**config.mk**
```make
export PLATFORM = sky130hd
export DESIGN_NAME = jtpopeye_inputs
export DESIGN_NICKNAME = d
export VERILOG_FILES = /design/src/rtl/jtpopeye_inputs_pkg.sv /design/src/rtl/jtpopeye_pulse.sv /design/src/rtl/jtpopeye_inputs.sv
export SDC_FILE = /design/constraint.sdc
export NUM_CORES = 1
export LEC_CHECK = 0
export ABC_CLOCK_PERIOD_IN_PS = 2100
export BUFFER_PORTS_ARGS = -buffer_cell sky130_fd_sc_hd__buf_2
export CAP_MARGIN = 25
export CORE_ASPECT_RATIO = 1.1
export CORE_MARGIN = 5
export CORE_UTILIZATION = 52
export CTS_BUF_LIST = sky130_fd_sc_hd__clkbuf_8
export DETAILED_ROUTE_END_ITERATION = 7
export GPL_ROUTABILITY_DRIVEN = 0
export GPL_TIMING_DRIVEN = 0
export MAX_ROUTING_LAYER = met4
export PLACE_DENSITY = 0.83
export SETUP_SLACK_MARGIN = 0.1
export SYNTH_ARGS = -nofsm -noshare
export SYNTH_HDL_FRONTEND = slang
export SYNTH_SLANG_ARGS = --single-unit
```
**constraint.sdc**
```tcl
create_clock -name clk -period 2.1 [get_ports clk]
set_input_delay 0.21 -clock clk [delete_from_list [all_inputs] [get_ports clk]]
set_output_delay 0.21 -clock clk [all_outputs]
set_load 0.02 [all_outputs]
```
**src/rtl/jtpopeye_inputs_pkg.sv**
```systemverilog
// rtl/jtpopeye_inputs_pkg.sv - scan codes, joy bit indices and width helper for jtpopeye_inputs
package jtpopeye_inputs_pkg;

  localparam logic [7:0] KEY_P1_UP    = 8'h75;
  localparam logic [7:0] KEY_P1_DOWN  = 8'h72;
  localparam logic [7:0] KEY_P1_LEFT  = 8'h6B;
  localparam logic [7:0] KEY_P1_RIGHT = 8'h74;
  localparam logic [7:0] KEY_P1_B0    = 8'h14;
  localparam logic [7:0] KEY_P1_B1    = 8'h11;
  localparam logic [7:0] KEY_P1_B2    = 8'h29;
  localparam logic [7:0] KEY_P1_B3    = 8'h12;
  localparam logic [7:0] KEY_START1   = 8'h05;
  localparam logic [7:0] KEY_COIN1    = 8'h04;
  localparam logic [7:0] KEY_PAUSE    = 8'h0C;
  localparam logic [7:0] KEY_SERVICE  = 8'h0B;

  localparam logic [7:0] KEY_P2_UP    = 8'h2D;
  localparam logic [7:0] KEY_P2_DOWN  = 8'h2B;
  localparam logic [7:0] KEY_P2_LEFT  = 8'h23;
  localparam logic [7:0] KEY_P2_RIGHT = 8'h34;
  localparam logic [7:0] KEY_P2_B0    = 8'h1C;
  localparam logic [7:0] KEY_P2_B1    = 8'h1B;
  localparam logic [7:0] KEY_P2_B2    = 8'h15;
  localparam logic [7:0] KEY_P2_B3    = 8'h1D;
  localparam logic [7:0] KEY_START2   = 8'h06;
  localparam logic [7:0] KEY_COIN2    = 8'h03;

  localparam int JOY_RIGHT = 0;
  localparam int JOY_LEFT  = 1;
  localparam int JOY_DOWN  = 2;
  localparam int JOY_UP    = 3;
  localparam int JOY_B0    = 4;
  localparam int JOY_B1    = 5;
  localparam int JOY_B2    = 6;
  localparam int JOY_B3    = 7;
  localparam int JOY_START = 8;
  localparam int JOY_COIN  = 9;
  localparam int JOY_PAUSE = 10;

  function automatic int joy_w(input int buttons);
    return 4 + buttons;
  endfunction

endpackage

```
**src/rtl/jtpopeye_pulse.sv**
```systemverilog
// rtl/jtpopeye_pulse.sv - rising-edge triggered, non-retriggerable active-low pulse of COINW cycles
module jtpopeye_pulse #(
  parameter int COINW = 16
) (
  input  logic clk,
  input  logic rst,
  input  logic req,
  output logic pulse_n
);

  localparam int CW = $clog2(COINW + 1);

  logic          req_d;
  logic [CW-1:0] cnt;

  // Edges seen while the counter is running are dropped, so the pulse never stretches.
  always_ff @(posedge clk or posedge rst) begin
    if (rst) begin
      req_d <= 1'b0;
      cnt   <= '0;
    end else begin
      req_d <= req;
      if (cnt != '0)
        cnt <= cnt - 1'b1;
      else if (req && !req_d)
        cnt <= CW'(COINW);
    end
  end

  assign pulse_n = (cnt == '0);

endmodule

```
**src/rtl/jtpopeye_inputs.sv**
```systemverilog
// rtl/jtpopeye_inputs.sv - merges PS/2 key latches with host joysticks into active-low cabinet inputs
module jtpopeye_inputs
  import jtpopeye_inputs_pkg::*;
#(
  parameter int PLAYERS = 2,
  parameter int BUTTONS = 1,
  parameter int COINW   = 16,
  parameter int SOCD    = 0
) (
  input  logic                                 clk,
  input  logic                                 rst,
  input  logic [10:0]                          ps2_key,
  input  logic [16*PLAYERS-1:0]                joy,
  input  logic                                 pause_clr,
  output logic [joy_w(BUTTONS)*PLAYERS-1:0]    joy_n,
  output logic [PLAYERS-1:0]                   start_n,
  output logic [PLAYERS-1:0]                   coin_n,
  output logic                                 service_n,
  output logic                                 pause
);

  localparam int JW = joy_w(BUTTONS);

  logic        primed, toggle_d;
  logic [10:0] key1, key2;
  logic        key_service;

  // The first cycle out of reset only samples the toggle, so a stale toggle level is not an event.
  always_ff @(posedge clk or posedge rst) begin
    if (rst) begin
      primed      <= 1'b0;
      toggle_d    <= 1'b0;
      key1        <= '0;
      key2        <= '0;
      key_service <= 1'b0;
    end else begin
      primed   <= 1'b1;
      toggle_d <= ps2_key[10];
      if (primed && ps2_key[10] != toggle_d) begin
        case (ps2_key[7:0])
          KEY_P1_UP:    key1[JOY_UP]    <= ps2_key[9];
          KEY_P1_DOWN:  key1[JOY_DOWN]  <= ps2_key[9];
          KEY_P1_LEFT:  key1[JOY_LEFT]  <= ps2_key[9];
          KEY_P1_RIGHT: key1[JOY_RIGHT] <= ps2_key[9];
          KEY_P1_B0:    key1[JOY_B0]    <= ps2_key[9];
          KEY_P1_B1:    key1[JOY_B1]    <= ps2_key[9];
          KEY_P1_B2:    key1[JOY_B2]    <= ps2_key[9];
          KEY_P1_B3:    key1[JOY_B3]    <= ps2_key[9];
          KEY_START1:   key1[JOY_START] <= ps2_key[9];
          KEY_COIN1:    key1[JOY_COIN]  <= ps2_key[9];
          KEY_PAUSE:    key1[JOY_PAUSE] <= ps2_key[9];
          KEY_SERVICE:  key_service     <= ps2_key[9];
          KEY_P2_UP:    key2[JOY_UP]    <= ps2_key[9];
          KEY_P2_DOWN:  key2[JOY_DOWN]  <= ps2_key[9];
          KEY_P2_LEFT:  key2[JOY_LEFT]  <= ps2_key[9];
          KEY_P2_RIGHT: key2[JOY_RIGHT] <= ps2_key[9];
          KEY_P2_B0:    key2[JOY_B0]    <= ps2_key[9];
          KEY_P2_B1:    key2[JOY_B1]    <= ps2_key[9];
          KEY_P2_B2:    key2[JOY_B2]    <= ps2_key[9];
          KEY_P2_B3:    key2[JOY_B3]    <= ps2_key[9];
          KEY_START2:   key2[JOY_START] <= ps2_key[9];
          KEY_COIN2:    key2[JOY_COIN]  <= ps2_key[9];
          default: ;
        endcase
      end
    end
  end

  logic [10:0]                req;
  logic [3:0]                 dir;
  logic [JW*PLAYERS-1:0]      joy_req;
  logic [PLAYERS-1:0]         start_req, coin_req;
  logic                       pause_req, pause_req_d;

  always_comb begin
    req       = '0;
    dir       = '0;
    joy_req   = '0;
    start_req = '0;
    coin_req  = '0;
    pause_req = key1[JOY_PAUSE];
    for (int p = 0; p < PLAYERS; p++) begin
      req = joy[16*p +: 11];
      if (p == 0) req = req | key1;
      if (p == 1) req = req | key2;
      dir = req[3:0];
      if (SOCD != 0) begin
        if (dir[JOY_UP] && dir[JOY_DOWN]) begin
          dir[JOY_UP]   = 1'b0;
          dir[JOY_DOWN] = 1'b0;
        end
        if (dir[JOY_LEFT] && dir[JOY_RIGHT]) begin
          dir[JOY_LEFT]  = 1'b0;
          dir[JOY_RIGHT] = 1'b0;
        end
      end
      joy_req[JW*p +: JW] = {req[JOY_B0 +: BUTTONS], dir};
      start_req[p]        = req[JOY_START];
      coin_req[p]         = req[JOY_COIN];
      pause_req           = pause_req | joy[16*p + JOY_PAUSE];
    end
  end

  always_ff @(posedge clk or posedge rst) begin
    if (rst) begin
      joy_n       <= '1;
      start_n     <= '1;
      service_n   <= 1'b1;
      pause       <= 1'b0;
      pause_req_d <= 1'b0;
    end else begin
      joy_n       <= ~joy_req;
      start_n     <= ~start_req;
      service_n   <= ~key_service;
      pause_req_d <= pause_req;
      if (pause_clr)
        pause <= 1'b0;
      else if (pause_req && !pause_req_d)
        pause <= ~pause;
    end
  end

  for (genvar g = 0; g < PLAYERS; g++) begin : g_coin
    jtpopeye_pulse #(.COINW(COINW)) u_coin (
      .clk     (clk),
      .rst     (rst),
      .req     (coin_req[g]),
      .pulse_n (coin_n[g])
    );
  end

  logic unused_bits;
  assign unused_bits = ^{ps2_key[8], req, joy};

endmodule

```
==> impl_results.rst, run 1 <==
.. list-table::
   :header-rows: 1

   * - Metric
     - Value
   * - Clock tree from TritonCTS
     - yes
   * - Overall via count from detail_route
     - 1355
   * - Sequential-to-total area share from yosys stat
     - 58.94%
   * - Later-pin clock latency in the skew report
     - 0.29 ns
   * - Final setup vio count
     - 0
   * - Mean instance size in the synthesized netlist
     - 11.96 um2
   * - Final count of pins violating max slew
     - 0
   * - IR drop worst, VDD
     - 0.5402 mV
   * - Cell type contributing the most total cell area after synthesis
     - dfrtp_1
   * - Leak
     - 1.124 nW
   * - Post-synth top flop
     - dfrtp_1
   * - Num rows
     - 23
   * - Hpwl dp
     - 2461 um
   * - Number of enable-type register cells in the synthesized netlist
     - 0
   * - Synth async-reset ratio
     - 100.0%
   * - Pre-CTS setup slack
     - 0.02944 ns
   * - Post-Syn Nets
     - 210
   * - Number of buffers inserted by port buffering
     - 43
   * - Initial DRC count
     - 28
   * - Req. time, crit path
     - 1.89 ns
   * - Time the worst path needs with I/O delays and setup
     - 1.880 ns
   * - Number of standard cells after synthesis
     - 162
   * - Yosys cell types
     - 35
   * - Layout Nets
     - 263
   * - Overflow left after global routing
     - 0
   * - Overall routed net length
     - 3246 um
   * - Initial core utilization
     - 53.45%
   * - DRC errors left
     - 0
   * - FILL cells
     - 293
   * - Total power draw
     - 2.248 mW
   * - Number of antenna violations at the first check in global routing
     - 0
   * - Number of vias per cell
     - 5.094
   * - Core Box Area
     - 3626 um2
   * - Die area
     - 5050 um2
   * - Chip Height
     - 74.03 um
   * - Sum Neg Setup Slack
     - 0 ns
   * - Portion of synthesized cell area occupied by the leading cell type
     - 41.32%
   * - Sort of element at the start of the critical path
     - flip-flop
   * - Unrepaired setup endpoints after global routing
     - true
   * - Clock skew after layout
     - 0.008357 ns
   * - Synthesis warning total
     - 1
   * - Final ANT Viol Nets
     - 0
   * - Placed Instances
     - 256
   * - Post-Route Hold Slack
     - 0.01376 ns
   * - Initial DRT Pass Iterations
     - 4
   * - Status
     - complete, no violations
   * - CTS Buf Count
     - 5
   * - Overall routing resource usage
     - 15.03%
   * - Data arrival time at the worst-slack endpoint
     - 1.67 ns
   * - Post-synthesis cell area
     - 1938 um2
   * - Die Wd
     - 68.21 um
   * - First-pass GRT wire length
     - 5451 um
   * - Total of max-cap violations
     - 0
   * - Clock-pin slew on the worst setup and hold paths
     - 0.08 ns
   * - Element type at the critical path end
     - primary output
   * - Pin count of the biggest net entering global routing
     - 40
   * - Setup WS post-layout
     - 0.2195 ns
   * - Sink count of the clock tree
     - 45
   * - Fraction of layout instances using a drive strength above 1
     - 43.06%
   * - Fraction of the cycle the final worst path needs
     - 89.55%
   * - Via count of the first global-routing pass
     - 1271
   * - Final Hold Vio Count
     - 0
   * - Total I/O pin count
     - 62
   * - Number of levels the H-tree was split into
     - 2
   * - Synth area leaders
     - dfrtp_1, dfstp_2, mux2_2, nor2_1, nand3_1
   * - Final cell count without fillers
     - 266
   * - Wire per inst
     - 12.20 um
   * - Area growth, synth to finish
     - 23.76%
   * - Max frequency
     - 0.5318 GHz
   * - Number of flip-flops and latches in the synthesized netlist
     - 45
   * - Tightest Hold Check Type
     - primary input to flip-flop
   * - Power per cell area
     - 937.4 nW/um2
   * - Buffer depth of the longest clock path
     - 2
   * - Largest driver fanout on the critical path
     - 7
   * - CTS Root Buffer Type
     - clkbuf_8
   * - WS Path Type
     - flip-flop to primary output
   * - Antenna diode instance count
     - 0
## cell families (layout without fill, tap and decap cells)
logic type      count (synthesis)  count (layout)  share of synthesized area [%]
simple gates                   75              75                          22.40
flops                          45              45                          58.94
mux                            16              16                          9.490
buf+inv                        10              64                          2.711
xor+xnor                        7               7                          3.163
compound gates                  6               6                          1.807
fa+ha+maj                       2               2                          1.291
other cells                     1               1                         0.1935
## stage by stage
step / area, um2 / util, %
after floorplan: 1938 / -
after global routing: 2399 / 66.15
after detailed placement: 2236 / 61.66
after global placement: 2216 / 61.11
after CTS: 2381 / 65.67
final: 2399 / 66.15
## final cells by class
type | instances | area [um2] | share of cell area (%)
clock buffer | 5 | 68.82 | 2.869
timing repair buffer | 46 | 255.2 | 10.64
multi-input combinational | 107 | 773.2 | 32.24
buffer | 4 | 30.03 | 1.252
inverter | 6 | 22.52 | 0.9390
clock inverter | 3 | 43.79 | 1.826
sequential | 45 | 1142 | 47.63
tap | 50 | 62.56 | 2.608
## routing by layer
| layer | GRT usage, % | wire [um] |
|---|---|---|
| met1 | 17.80 | 1393 |
| met2 | 23.45 | 1561 |
| met3 | 4.683 | 225 |
| met4 | 6.623 | 65 |
| met5 | - | 0 |
## final timing paths
kind / startpoint / to / slack [ns] / cells past startpoint
max reg2reg: toggle_d / key2[1] / 0.44 / 4
min reg2reg: key_service / service_n / 0.38 / 1
max: g_coin[0].u_coin.cnt[0] / coin_n[0] / 0.22 / 5
min: joy[3] / joy_n[3] / 0.01 / 2
min in group asynchronous: rst / pause_req_d / 0.35 / 3
max in group asynchronous: rst / joy_n[4] / 1.26 / 4
## repair_timing
action / in CTS / in global routing
hold buffers: 2 / 0
buffers inserted: 0 / 0
hold endpoints to repair: 7 / 0
endpoints found under the setup margin: 2 / 2
resized for setup: 2 / 2
## cell usage after synthesis, drive strengths merged (2+ instances only)
library cell	count
dfrtp	32
nor2	21
mux2	16
dfstp	13
nand2	10
nand3	10
nor3	10
inv	6
nor4b	5
xnor2	5
nand2b	4
o21ai	4
buf	3
or4b	3
a21o	2
ha	2
nand4b	2
nor4	2
or2	2
xor2	2
## sequential cells by signal, summed over array words and instances, names as in the netlist
name	count
key_service	1
service_n	1
key1	8
toggle_d	1
key2	7
pause	1
g_coin.u_coin.cnt	10
start_n	2
primed	1
pause_req_d	1
g_coin.u_coin.req_d	2
joy_n	10
## power breakdown
group,switching [mW],internal (mW),total [mW]
Combinational,0.242,0.244,0.486
Sequential,0.123,1.00,1.12
Clock,0.282,0.356,0.638
## cells in the final DEF, fill, tap and decap left out, types with 2 or more instances in the layout
master	n
mux2_2	14
o21ai_0	4
buf_2	43
nand4b_1	2
nor4b_4	3
xor2_1	2
nor4b_1	2
a21o_1	2
or4b_1	2
nor3_1	10
nor2_1	20
ha_1	2
dfstp_2	13
inv_1	5
nand3_1	10
nand2_1	10
dlygate4sd3_1	2
clkbuf_8	5
xnor2_1	5
buf_4	2
nand2b_1	4
or2_2	2
dfrtp_1	32
## worst max-delay path, stage by stage, from the launching register on
cell	delay (ns)
dfrtp_1	0.41
inv_1	0.06
ha_1	0.21
nor4b_4	0.38
buf_4	0.17
buf_2	0.15
Power figures use the tool's default switching activity.
==> inputs of run 2 (changes only) <==
MAX_ROUTING_LAYER = unset   (was met4)
==> run 2 against run 1 <==
  * Register-to-register slack about the same
  * Via count about the same
  * Cell area unchanged
  * Critical path type unchanged
  * Critical endpoint unchanged
==> impl_results.rst, run 2 (same netlist as run 1, synthesis figures left out) <==
.. list-table::
   :header-rows: 1

   * - Metric
     - Value
   * - Initial DRT Pass Iterations
     - 4
   * - Via count of the first global-routing pass
     - 1270
   * - Final count of pins violating max slew
     - 0
   * - Final Hold Vio Count
     - 0
   * - FILL cells
     - 293
   * - Overall routed net length
     - 3238 um
   * - CTS Root Buffer Type
     - clkbuf_8
   * - Fraction of the core area covered by cells at the end of the flow
     - 66.15%
   * - Buffer depth of the longest clock path
     - 2
   * - Final setup vio count
     - 0
   * - Leak
     - 1.124 nW
   * - Wire per inst
     - 12.17 um
   * - Sink count of the clock tree
     - 45
   * - CTS Buf Count
     - 5
   * - Largest driver fanout on the critical path
     - 7
   * - Most common cell after layout, fill and taps aside
     - buf_2
   * - Largest registers
     - g_coin.u_coin.cnt (10), joy_n (10), key1 (8)
   * - Later-pin clock latency in the skew report
     - 0.29 ns
   * - Number of vias per cell
     - 5.090
   * - Antenna diode instance count
     - 0
   * - Layout Nets
     - 263
   * - Data arrival time at the worst-slack endpoint
     - 1.67 ns
   * - Overflow left after global routing
     - 0
   * - Fraction of the cycle the final worst path needs
     - 89.57%
   * - Number of buffers inserted by port buffering
     - 43
   * - Crit-path max cell delay
     - 0.41 ns
   * - First-pass GRT wire length
     - 5451 um
   * - Clock-pin slew on the worst setup and hold paths
     - 0.09 ns
   * - Max frequency
     - 0.5316 GHz
   * - WS Path Type
     - flip-flop to primary output
   * - Num rows
     - 23
   * - Sort of element at the start of the critical path
     - flip-flop
   * - Element type at the critical path end
     - primary output
   * - Initial DRC count
     - 28
   * - Pin count of the biggest net entering global routing
     - 40
   * - Clock tree from TritonCTS
     - yes
   * - Commonest cells after routing, fill and taps aside
     - buf_2, dfrtp_1, nor2_1, mux2_2, dfstp_2
   * - Req. time, crit path
     - 1.89 ns
   * - Slowest cell on the critical path
     - dfrtp_1
   * - Area growth, synth to finish
     - 23.76%
   * - IR drop worst, VDD
     - 0.5414 mV
   * - Time the worst path needs with I/O delays and setup
     - 1.881 ns
   * - Die area
     - 5050 um2
   * - Overall via count from detail_route
     - 1354
   * - Total of max-cap violations
     - 0
   * - Clock skew after layout
     - 0.008388 ns
   * - DRC errors left
     - 0
   * - Worst-path cell chain
     - inv_1 > ha_1 > nor4b_4 > buf_4 > buf_2
   * - Die Wd
     - 68.21 um
   * - Number of antenna violations at the first check in global routing
     - 0
   * - Unrepaired setup endpoints after global routing
     - true
   * - Power per cell area
     - 937.8 nW/um2
   * - Sum Neg Setup Slack
     - 0 ns
   * - Final ANT Viol Nets
     - 0
   * - Total I/O pin count
     - 62
   * - Hpwl dp
     - 2461 um
   * - Tightest Hold Check Type
     - primary input to flip-flop
   * - Initial core utilization
     - 53.45%
   * - Core Box Area
     - 3626 um2
   * - Status
     - complete, no violations
   * - Chip Height
     - 74.03 um
   * - Overall routing resource usage
     - 14.58%
   * - Number of levels the H-tree was split into
     - 2
   * - Fraction of layout instances using a drive strength above 1
     - 43.06%
## run 2: report_power, final
part           leakage, nW  internal [mW]  switching, mW
Clock               0.0585          0.356          0.283
Sequential           0.551           1.00          0.123
Combinational        0.515          0.244          0.242
Total                 1.12           1.60          0.648
## run 2: layer usage
| metal | global-route usage [%] | vias up | share of wire (%) |
|---|---|---|---|
| met5 | 0 | - | 0 |
| met4 | 6.623 | 0 | 1.9 |
| met3 | 4.985 | 5 | 7.2 |
| met2 | 23.45 | 31 | 48 |
| met1 | 17.61 | 648 | 42 |
| li1 | - | 670 | - |
## run 2: timing repair
action                     in CTS  in global routing
buffers inserted                0                  0
setup endpoints to repair       2                  2
resized for setup               2                  2
hold endpoints to repair        7                  0
hold buffers                    2                  0
## run 2: layout make-up
class | count | area [um2] | share of cell area, %
buffer | 4 | 30.03 | 1.252
clock buffer | 5 | 68.82 | 2.869
clock inverter | 3 | 43.79 | 1.826
inverter | 6 | 22.52 | 0.9390
multi-input combinational | 107 | 773.2 | 32.24
sequential | 45 | 1142 | 47.63
tap | 50 | 62.56 | 2.608
timing repair buffer | 46 | 255.2 | 10.64
## run 2: critical path, delay by kind of cell, from the launching register on
kind / cells / cell delay [ns]
adders and majority gates: 1 / 0.21
buffers and inverters: 3 / 0.38
DFF: 1 / 0.41
and+or+nand+nor: 1 / 0.38
## run 2: per-stage QoR
| step | hold slack, ns | cell area [um2] | worst slack, ns | power, mW | instances |
|---|---|---|---|---|---|
| floorplan | 0.2373 | 1938 | 0.3971 | 1.443 | 162 |
| global placement | 0.3222 | 2216 | 0.08637 | 1.550 | 255 |
| detailed placement | 0.1179 | 2236 | 0.02944 | 1.580 | 256 |
| CTS | 0.0005314 | 2381 | 0.04879 | 2.242 | 266 |
| global route | 0.0002568 | 2399 | 0.09973 | 2.394 | 266 |
| finish | 0.01269 | 2399 | 0.2190 | 2.249 | 266 |
## run 2: worst paths after layout
kind | slack (ns) | startpoint | end | cells after the start
worst min register to register | 0.38 | key_service | service_n | 1
worst min-delay path | 0.01 | joy[3] | joy_n[3] | 2
min in group asynchronous | 0.35 | rst | pause_req_d | 3
max in group asynchronous | 1.26 | rst | joy_n[4] | 4
worst max-delay path | 0.22 | g_coin[0].u_coin.cnt[0] | coin_n[0] | 5
worst max register to register | 0.44 | toggle_d | key2[1] | 4
